### config.mk
export PLATFORM = sky130hd
export DESIGN_NAME = remote_cmd_queue
export DESIGN_NICKNAME = d
export VERILOG_FILES = /design/src/rtl/remote_cmd_queue.sv
export SDC_FILE = /design/constraint.sdc
export NUM_CORES = 1
export LEC_CHECK = 0
export ABC_AREA = 1
export ABC_CLOCK_PERIOD_IN_PS = 2550
export BUFFER_PORTS_ARGS = -buffer_cell sky130_fd_sc_hd__buf_2
export CORE_ASPECT_RATIO = 0.5
export CORE_MARGIN = 10
export CORE_UTILIZATION = 55
export DETAILED_ROUTE_END_ITERATION = 6
export PLACE_DENSITY = 0.83
export SLEW_MARGIN = 25
export SYNTH_ARGS = -nofsm -noshare
export SYNTH_HDL_FRONTEND = slang
export SYNTH_SLANG_ARGS = --single-unit
### constraint.sdc
create_clock -name clk -period 2.55 [get_ports clk]
set_input_delay 0.1275 -clock clk [delete_from_list [all_inputs] [get_ports clk]]
set_output_delay 0.1275 -clock clk [all_outputs]
set_load 0.01 [all_outputs]
### src/rtl/remote_cmd_queue.sv
// Command FIFO feeding a byte UART, MSB first, then collecting up to three
// response bytes per command with a watchdog on the gap between responses.
module remote_cmd_queue #(
  parameter int CMD_BYTES    = 2,
  parameter int DEPTH        = 4,
  parameter int TIMEOUT_CLKS = 10000000
) (
  input  logic                         clk,
  input  logic                         rst,
  input  logic [8*CMD_BYTES-1:0]       cmd_in,
  input  logic [1:0]                   resp_exp,
  input  logic                         push,
  output logic                         full,
  output logic                         empty,
  output logic [$clog2(DEPTH+1)-1:0]   count,
  output logic                         trmt,
  output logic [7:0]                   tx_data,
  input  logic                         tx_done,
  input  logic                         rx_rdy,
  input  logic [7:0]                   rx_data,
  output logic                         clr_rx_rdy,
  output logic [7:0]                   resp,
  output logic                         resp_rdy,
  output logic                         cmd_sent,
  output logic                         busy,
  output logic                         timeout,
  output logic                         overflow,
  input  logic                         clr_err
);

  localparam int CW = 8 * CMD_BYTES;
  localparam int AW = $clog2(DEPTH);
  localparam int NW = $clog2(DEPTH + 1);
  localparam int BW = (CMD_BYTES > 1) ? $clog2(CMD_BYTES) : 1;
  localparam int TW = $clog2(TIMEOUT_CLKS + 1);
  localparam logic [BW-1:0] LAST = BW'(CMD_BYTES - 1);
  localparam logic [TW-1:0] TMAX = TW'(TIMEOUT_CLKS - 1);

  typedef enum logic [1:0] {
    IDLE,
    SEND,
    WAIT_TX,
    WAIT_RESP
  } state_t;

  state_t          state_q, state_d;
  logic [CW+1:0]   mem_q [DEPTH];
  logic [AW-1:0]   wr_q, wr_d, rd_q, rd_d;
  logic [NW-1:0]   cnt_q, cnt_d;
  logic [CW-1:0]   sh_q, sh_d;
  logic [BW-1:0]   bidx_q, bidx_d;
  logic [1:0]      left_q, left_d;
  logic [TW-1:0]   timer_q, timer_d;
  logic [7:0]      resp_q, resp_d;
  logic            sent_q, sent_d;
  logic            rdy_q, rdy_d;
  logic            clr_q, clr_d;
  logic            to_q, to_d;
  logic            ov_q, ov_d;
  logic            pop, push_ok, to_set, ov_set;

  assign full    = (cnt_q == NW'(DEPTH));
  assign empty   = (cnt_q == '0);
  assign push_ok = push && !full;
  assign ov_set  = push && full;

  always_ff @(posedge clk) begin
    if (push_ok) mem_q[wr_q] <= {cmd_in, resp_exp};
  end

  always_comb begin
    wr_d  = wr_q;
    rd_d  = rd_q;
    cnt_d = cnt_q;
    if (push_ok) wr_d = wr_q + AW'(1);
    if (pop)     rd_d = rd_q + AW'(1);
    unique case ({push_ok, pop})
      2'b10:   cnt_d = cnt_q + NW'(1);
      2'b01:   cnt_d = cnt_q - NW'(1);
      default: cnt_d = cnt_q;
    endcase
  end

  always_comb begin
    state_d = state_q;
    sh_d    = sh_q;
    bidx_d  = bidx_q;
    left_d  = left_q;
    timer_d = timer_q;
    resp_d  = resp_q;
    pop     = 1'b0;
    sent_d  = 1'b0;
    rdy_d   = 1'b0;
    to_set  = 1'b0;
    clr_d   = rx_rdy;
    unique case (state_q)
      IDLE: begin
        if (!empty) begin
          pop            = 1'b1;
          {sh_d, left_d} = mem_q[rd_q];
          bidx_d         = '0;
          state_d        = SEND;
        end
      end
      SEND: state_d = WAIT_TX;
      WAIT_TX: begin
        if (tx_done) begin
          if (bidx_q != LAST) begin
            bidx_d  = bidx_q + BW'(1);
            sh_d    = sh_q << 8;
            state_d = SEND;
          end else begin
            sent_d  = 1'b1;
            timer_d = '0;
            state_d = (left_q == 2'd0) ? IDLE : WAIT_RESP;
          end
        end
      end
      WAIT_RESP: begin
        if (rx_rdy) begin
          resp_d  = rx_data;
          rdy_d   = 1'b1;
          left_d  = left_q - 2'd1;
          timer_d = '0;
          if (left_q == 2'd1) state_d = IDLE;
        end else if (timer_q == TMAX) begin
          // unanswered responses are abandoned so the queue keeps moving
          to_set  = 1'b1;
          left_d  = '0;
          state_d = IDLE;
        end else begin
          timer_d = timer_q + TW'(1);
        end
      end
    endcase
  end

  always_comb begin
    to_d = to_q;
    ov_d = ov_q;
    if (clr_err) begin
      to_d = 1'b0;
      ov_d = 1'b0;
    end
    if (to_set) to_d = 1'b1;
    if (ov_set) ov_d = 1'b1;
  end

  always_ff @(posedge clk or posedge rst) begin
    if (rst) begin
      state_q <= IDLE;
      wr_q    <= '0;
      rd_q    <= '0;
      cnt_q   <= '0;
      sh_q    <= '0;
      bidx_q  <= '0;
      left_q  <= '0;
      timer_q <= '0;
      resp_q  <= '0;
      sent_q  <= 1'b0;
      rdy_q   <= 1'b0;
      clr_q   <= 1'b0;
      to_q    <= 1'b0;
      ov_q    <= 1'b0;
    end else begin
      state_q <= state_d;
      wr_q    <= wr_d;
      rd_q    <= rd_d;
      cnt_q   <= cnt_d;
      sh_q    <= sh_d;
      bidx_q  <= bidx_d;
      left_q  <= left_d;
      timer_q <= timer_d;
      resp_q  <= resp_d;
      sent_q  <= sent_d;
      rdy_q   <= rdy_d;
      clr_q   <= clr_d;
      to_q    <= to_d;
      ov_q    <= ov_d;
    end
  end

  assign count      = cnt_q;
  assign trmt       = (state_q == SEND);
  assign tx_data    = trmt ? sh_q[CW-1 -: 8] : 8'h00;
  assign busy       = (state_q != IDLE);
  assign resp       = resp_q;
  assign resp_rdy   = rdy_q;
  assign cmd_sent   = sent_q;
  assign clr_rx_rdy = clr_q;
  assign timeout    = to_q;
  assign overflow   = ov_q;

endmodule
==> results of run 1 <==
[what timing repair did]
action / 4_1_cts / 5_1_grt
gates resized for setup: 0 / 1
hold buffers: 30 / 0
endpoints found under the hold margin: 148 / 0
endpoints found under the setup margin: 0 / 1
[cell type report]
class | count | area (um^2)
fill | 753 | 3400
clock buffer | 18 | 429
timing repair buffer | 102 | 693
inverter | 73 | 274
multi-input combinational | 448 | 2150
antenna | 1 | 2.50
clock inverter | 14 | 155
tap | 145 | 181
sequential | 137 | 3790
[how the worst max path moves through the flow]
stage | from | endpoint | slack, ns
global route | state_q[1]$_DFFE_PP0P_ | count[2]$_DFFE_PP0P_ | 0.003
finish | state_q[1]$_DFFE_PP0P_ | count[2]$_DFFE_PP0P_ | 0.19
CTS | state_q[1]$_DFFE_PP0P_ | count[2]$_DFFE_PP0P_ | 0.22
global placement | state_q[0]$_DFFE_PP0P_ | count[2]$_DFFE_PP0P_ | 0.46
detailed placement | count[0]$_DFFE_PP0P_ | count[2]$_DFFE_PP0P_ | 0.33
floorplan | count[0]$_DFFE_PP0P_ | count[2]$_DFFE_PP0P_ | 0.34
[cells in the final DEF, fill, tap and decap left out, types with 2 or more instances in the layout]
master / instances
o21ai_1: 30
buf_4: 13
xnor2_1: 2
a21oi_1: 4
dlygate4sd3_1: 30
nand4_1: 11
o21ai_0: 39
or2_2: 3
inv_6: 7
inv_2: 4
xor2_1: 7
o21ai_2: 2
nor2_2: 3
and2_1: 2
nor2_4: 3
nand3_1: 57
nand2_2: 2
nor2_1: 74
o21bai_1: 2
ha_1: 8
clkinv_1: 4
o22ai_1: 10
dfrtp_1: 65
clkbuf_16: 17
buf_2: 59
nand3b_1: 2
inv_1: 65
clkinv_4: 2
nand2_1: 178
edfxtp_1: 72
inv_8: 2
[state kept, by name (all words and copies together) (netlist names)]
name	count
count	3
cmd_sent	1
rd_q	2
state_q	2
wr_q	2
left_q	2
clr_rx_rdy	1
bidx_q	1
mem_q	72
timeout	1
sh_q	16
resp	8
overflow	1
timer_q	24
resp_rdy	1
[through the flow]
stage | utilization [%] | hold WS, ns
after detailed placement | 61.2 | 0.304
after global routing | 69.3 | 0.0478
after CTS | 69.2 | 0.0235
after floorplan | - | 0.159
final | 69.3 | 0.0332
after global placement | 61.2 | 0.302
[routing by layer]
layer	wire, um	up-vias	track usage (%)
li1	-	2452	-
met5	0	-	0
met3	926	55	4.91
met1	5960	2473	21.6
met4	511	0	10.7
met2	7950	211	34.7
[power by group]
| part | switching (mW) | internal (mW) | total [mW] |
|---|---|---|---|
| Clock | 1.04 | 1.39 | 2.43 |
| Combinational | 1.93 | 0.899 | 2.83 |
| Sequential | 0.236 | 2.89 | 3.12 |
[cells by family (layout without fill, tap and decap cells)]
kind of cell               after synthesis  count (layout)
AOI/OAI and AO/OA                       90              90
other                                    0               1
xor gates and xnor gates                 9               9
DFF                                    137             137
buffers and inverters                   91             207
and+or+nand+nor                        340             340
adders and majority gates                9               9
==> impl_metrics.ini, run 1 <==
[run_status]
status = complete, no violations

[drt]
drc = 0
wl_um = 15400
vias = 5191
ant_nets = 0
drt_pass1_iterations = 7
routedWlPerCell_um = 16.4
via_per_inst = 5.53
drt_iter0_drc = 472

[cells_and_area]
nets = 820
layoutNonFillerInstCount = 938
syn_to_final_growth_pct = 21.8
final_area_um2 = 7680
drive_above_1_share_pct = 15.7

[worst_setup_path]
cp-start-kind = flop
crit_type = reg -> reg
critical_path_arrival_ns = 2.65
ff2ff_path_depth = 9
worst-path-stages = 9
rrSetupSlack_ns = 0.19
path_cells = nor2_1 -> nand2_1 -> clkinv_1 -> ha_1 -> inv_1 -> fa_1 -> a21oi_1 -> o21ai_0 -> xor2_1
cp_max_fo = 10
critPathTopFamily = adder cells
r2r-start = state_q[1]$_DFFE_PP0P_
required_ns = 2.84
timing.rr.end = count[2]$_DFFE_PP0P_
path_buf_inv = 2
cp_slowest_stage_delay_ns = 0.45
end_kind = flop
slowest_stage = dfrtp_1

[synth]
synth_top_area_cell = edfxtp_1
synth_cells = 676
avgSynthCellArea_um2 = 9.32
synth_cell_type_count = 36
syn_nets = 717
synth-main-ff-cell = edfxtp_1
synthSimpleGateAreaFrac_pct = 23.2
synthAdderAreaFrac_pct = 1.91
yosys-top-cells-count = nand2_1, nor2_1, edfxtp_1
seq_area_frac_synth_pct = 60.1
ys_ff_latch = 137
synthXorXnorAreaFrac_pct = 1.25
synthMuxAreaShare_pct = 0
syn_area_um2 = 6300
synth_top_family_by_area = simple AND/OR/NAND/NOR gates
synth_compound_area_share_pct = 7.68
async_flop_share_pct = 47.4
synth_top_area_share_pct = 34.3
synthTopCellsByArea = edfxtp_1, dfrtp_1, nand2_1
synth_edf_count = 72
yosysMostFrequentCell = nand2_1
yosysWarnings = 0

[placed_design]
placed_area_um2 = 6780
pre_cts_slack_ns = 0.330
dp.final_hpwl_um = 9310
port_buffers = 59
place_congestion = 0.927
dp.cells = 875

[sta]
fin_crit_sh_pct = 92.6
max_slew_margin_pct = 45.4
rsz0062_at_grt = no
setup_viol = 0
tightest_slew_ns = 0.818
fin_tns_setup_ns = 0
clock.fmax_mhz = 424
hold_viol = 0
final_max_slew_viol_count = 0
finalClockSkew_ns = 0.00693
setup_ws_ns = 0.189
min_period_ns = 2.36

[cts]
numCtsBuffers = 17
clk_pin_slew_ns = 0.06
cts_buffer_depth = 2
cts-root-buf = clkbuf_16
cts_tree = done
insertion_delay_ns = 0.43
h-tree-depth = 4
post_cts_buffers = 0
clock_sinks = 137

[floorplanning]
io_pins = 60
die_x_um = 171
rows = 27
start_util_pct = 56.9
die_y_um = 95.7
core-area_um2 = 11100
die_area_um2 = 16400

[grt]
grt_pass1_wl_um = 25000
grt_overflow_total = 0
grt_pass1_vias = 5147
grt_usage_pct = 19.6
grt_max_degree = 66
antenna_found_initial = 0

[hold_path]
holdPathStages = 2
holdPathEnd = bidx_q$_DFFE_PP0P_
min_path_type = in -> reg
min_from = tx_done

[power_and_ir_drop]
p_leak_nw = 3.34
power_mw = 8.38
power_density_nw_per_um2 = 1090
ir_drop_mv = 0.671

[job]
drv_cap = 0
No activity file was read; power rests on OpenSTA's default activity.
==> inputs of run 2 (changes only) <==
- ABC_CLOCK_PERIOD_IN_PS: 2550 -> 2600
- clock period: 2.55 -> 2.6 ns (I/O delays scaled with it)
==> run 2 against run 1 <==
Net effect:
- clock power hardly changed
- largest power group unchanged
- first-iteration DRC count is 19% lower
- via count is 0.96% lower
- setup slack better by 0.12 ns
- count of clock-buffer cells in the layout is 1 higher
==> impl_metrics.ini, run 2 (same netlist as run 1, synthesis figures left out) <==
[cells_and_area]
final_cell_mix = nand2_1, nor2_1, edfxtp_1
largest_register_ffs = 72
reg.largest.list = mem_q x72, timer_q x24, sh_q x16
layout_commonest_cell = nand2_1
diodes = 0
fillers = 769
largest-register = mem_q
nets = 820
drive_above_1_share_pct = 15.5
syn_to_final_growth_pct = 22.0
layoutNonFillerInstCount = 937

[placed_design]
dp.cells = 875
dp.final_hpwl_um = 9450
pre_cts_slack_ns = 0.360
port_buffers = 59
place_congestion = 0.922

[drt]
wl_um = 15200
routedWlPerCell_um = 16.2
vias = 5141
drc = 0
drt_pass1_iterations = 5
ant_nets = 0
drt_iter0_drc = 382
via_per_inst = 5.49

[floorplanning]
rows = 27
die_area_um2 = 16400
die_x_um = 171
io_pins = 60
start_util_pct = 56.9
core-area_um2 = 11100
die_y_um = 95.7

[sta]
setup_viol = 0
rsz0062_at_grt = no
fin_tns_setup_ns = 0
whs_ns = 0.0160
clock.fmax_mhz = 437
min_period_ns = 2.29
finalClockSkew_ns = 0.00843
final_max_slew_viol_count = 0
hold_viol = 0
setup_ws_ns = 0.312
fin_crit_sh_pct = 88.0
max_slew_margin_pct = 48.3
tightest_slew_ns = 0.771

[grt]
grt_usage_pct = 19.2
grt_pass1_wl_um = 24800
antenna_found_initial = 0
grt_overflow_total = 0
grt_max_degree = 38
grt_pass1_vias = 5151

[worst_setup_path]
crit_type = reg -> reg
slowest_stage = dfrtp_1
required_ns = 2.89
cp_slowest_stage_delay_ns = 0.46
path_cells = nor2_1 -> nand2_1 -> clkinv_1 -> ha_1 -> inv_1 -> fa_1 -> a21oi_1 -> o21ai_0 -> xor2_1
end_kind = flop
path_buf_inv = 2
cp_max_fo = 10
critPathTopFamily = adder cells
critical_path_arrival_ns = 2.58
cp-start-kind = flop

[cts]
cts-root-buf = clkbuf_16
numCtsBuffers = 17
insertion_delay_ns = 0.42
cts_buffer_depth = 2
cts_tree = done
h-tree-depth = 4
cts_resized = 0
clk_pin_slew_ns = 0.06
clock_sinks = 137

[power_and_ir_drop]
p_leak_nw = 3.34
power_density_nw_per_um2 = 1080
ir_drop_mv = 0.646

[hold_path]
min_path_type = in -> reg

[run_status]
status = complete, no violations

[job]
drv_cap = 0
## run 2: area by class of cell
| class | instances | area [um^2] | share of cell area [%] |
|---|---|---|---|
| Inverter | 73 | 274 | 3.57 |
| Clock buffer | 19 | 443 | 5.76 |
| Tap cell | 145 | 181 | 2.36 |
| Clock inverter | 13 | 159 | 2.07 |
| Timing Repair Buffer | 102 | 693 | 9.02 |
| Sequential cell | 137 | 3790 | 49.3 |
| Multi-Input combinational cell | 448 | 2150 | 27.9 |
## run 2: stage by stage
step / cell area (um^2) / power [mW] / utilization, %
2_1_floorplan: 6300 / 4.88 / -
3_3_place_gp: 6780 / 5.58 / 61.2
3_5_place_dp: 6780 / 5.71 / 61.2
4_1_cts: 7690 / 8.24 / 69.4
5_1_grt: 7690 / 8.73 / 69.4
6_report: 7690 / 8.27 / 69.4
## run 2: final timing paths
check	from	endpoint	slack, ns	cells past startpoint
setup reg to reg	state_q[1]$_DFFE_PP0P_	count[2]$_DFFE_PP0P_	0.31	9
min in group asynchronous	rst	wr_q[1]$_DFFE_PP0P_	0.40	3
max in group asynchronous	rst	resp[1]$_DFFE_PP0P_	1.46	4
setup / recovery	state_q[1]$_DFFE_PP0P_	count[2]$_DFFE_PP0P_	0.31	9
hold reg to reg	resp[2]$_DFFE_PP0P_	resp[2]$_DFFE_PP0P_	0.48	2
hold / removal	tx_done	bidx_q$_DFFE_PP0P_	0.02	2
## run 2: layer usage
layer	up-vias	global-route usage (%)	routed length, um
li1	2446	-	-
met1	2447	21.6	5980
met2	211	34.7	7910
met3	37	4.41	963
met4	0	8.77	313
met5	-	0	0
## run 2: power breakdown
group | leakage, nW | total, mW | internal (mW) | switching, mW
Sequential | 1.50 | 3.07 | 2.83 | 0.235
Combinational | 1.55 | 2.75 | 0.877 | 1.88
Clock | 0.289 | 2.45 | 1.47 | 0.982
## run 2: what timing repair did
| item | in CTS | in global routing |
|---|---|---|
| hold endpoints to repair | 116 | 0 |
| hold buffers | 30 | 0 |
| setup buffers | 0 | 0 |
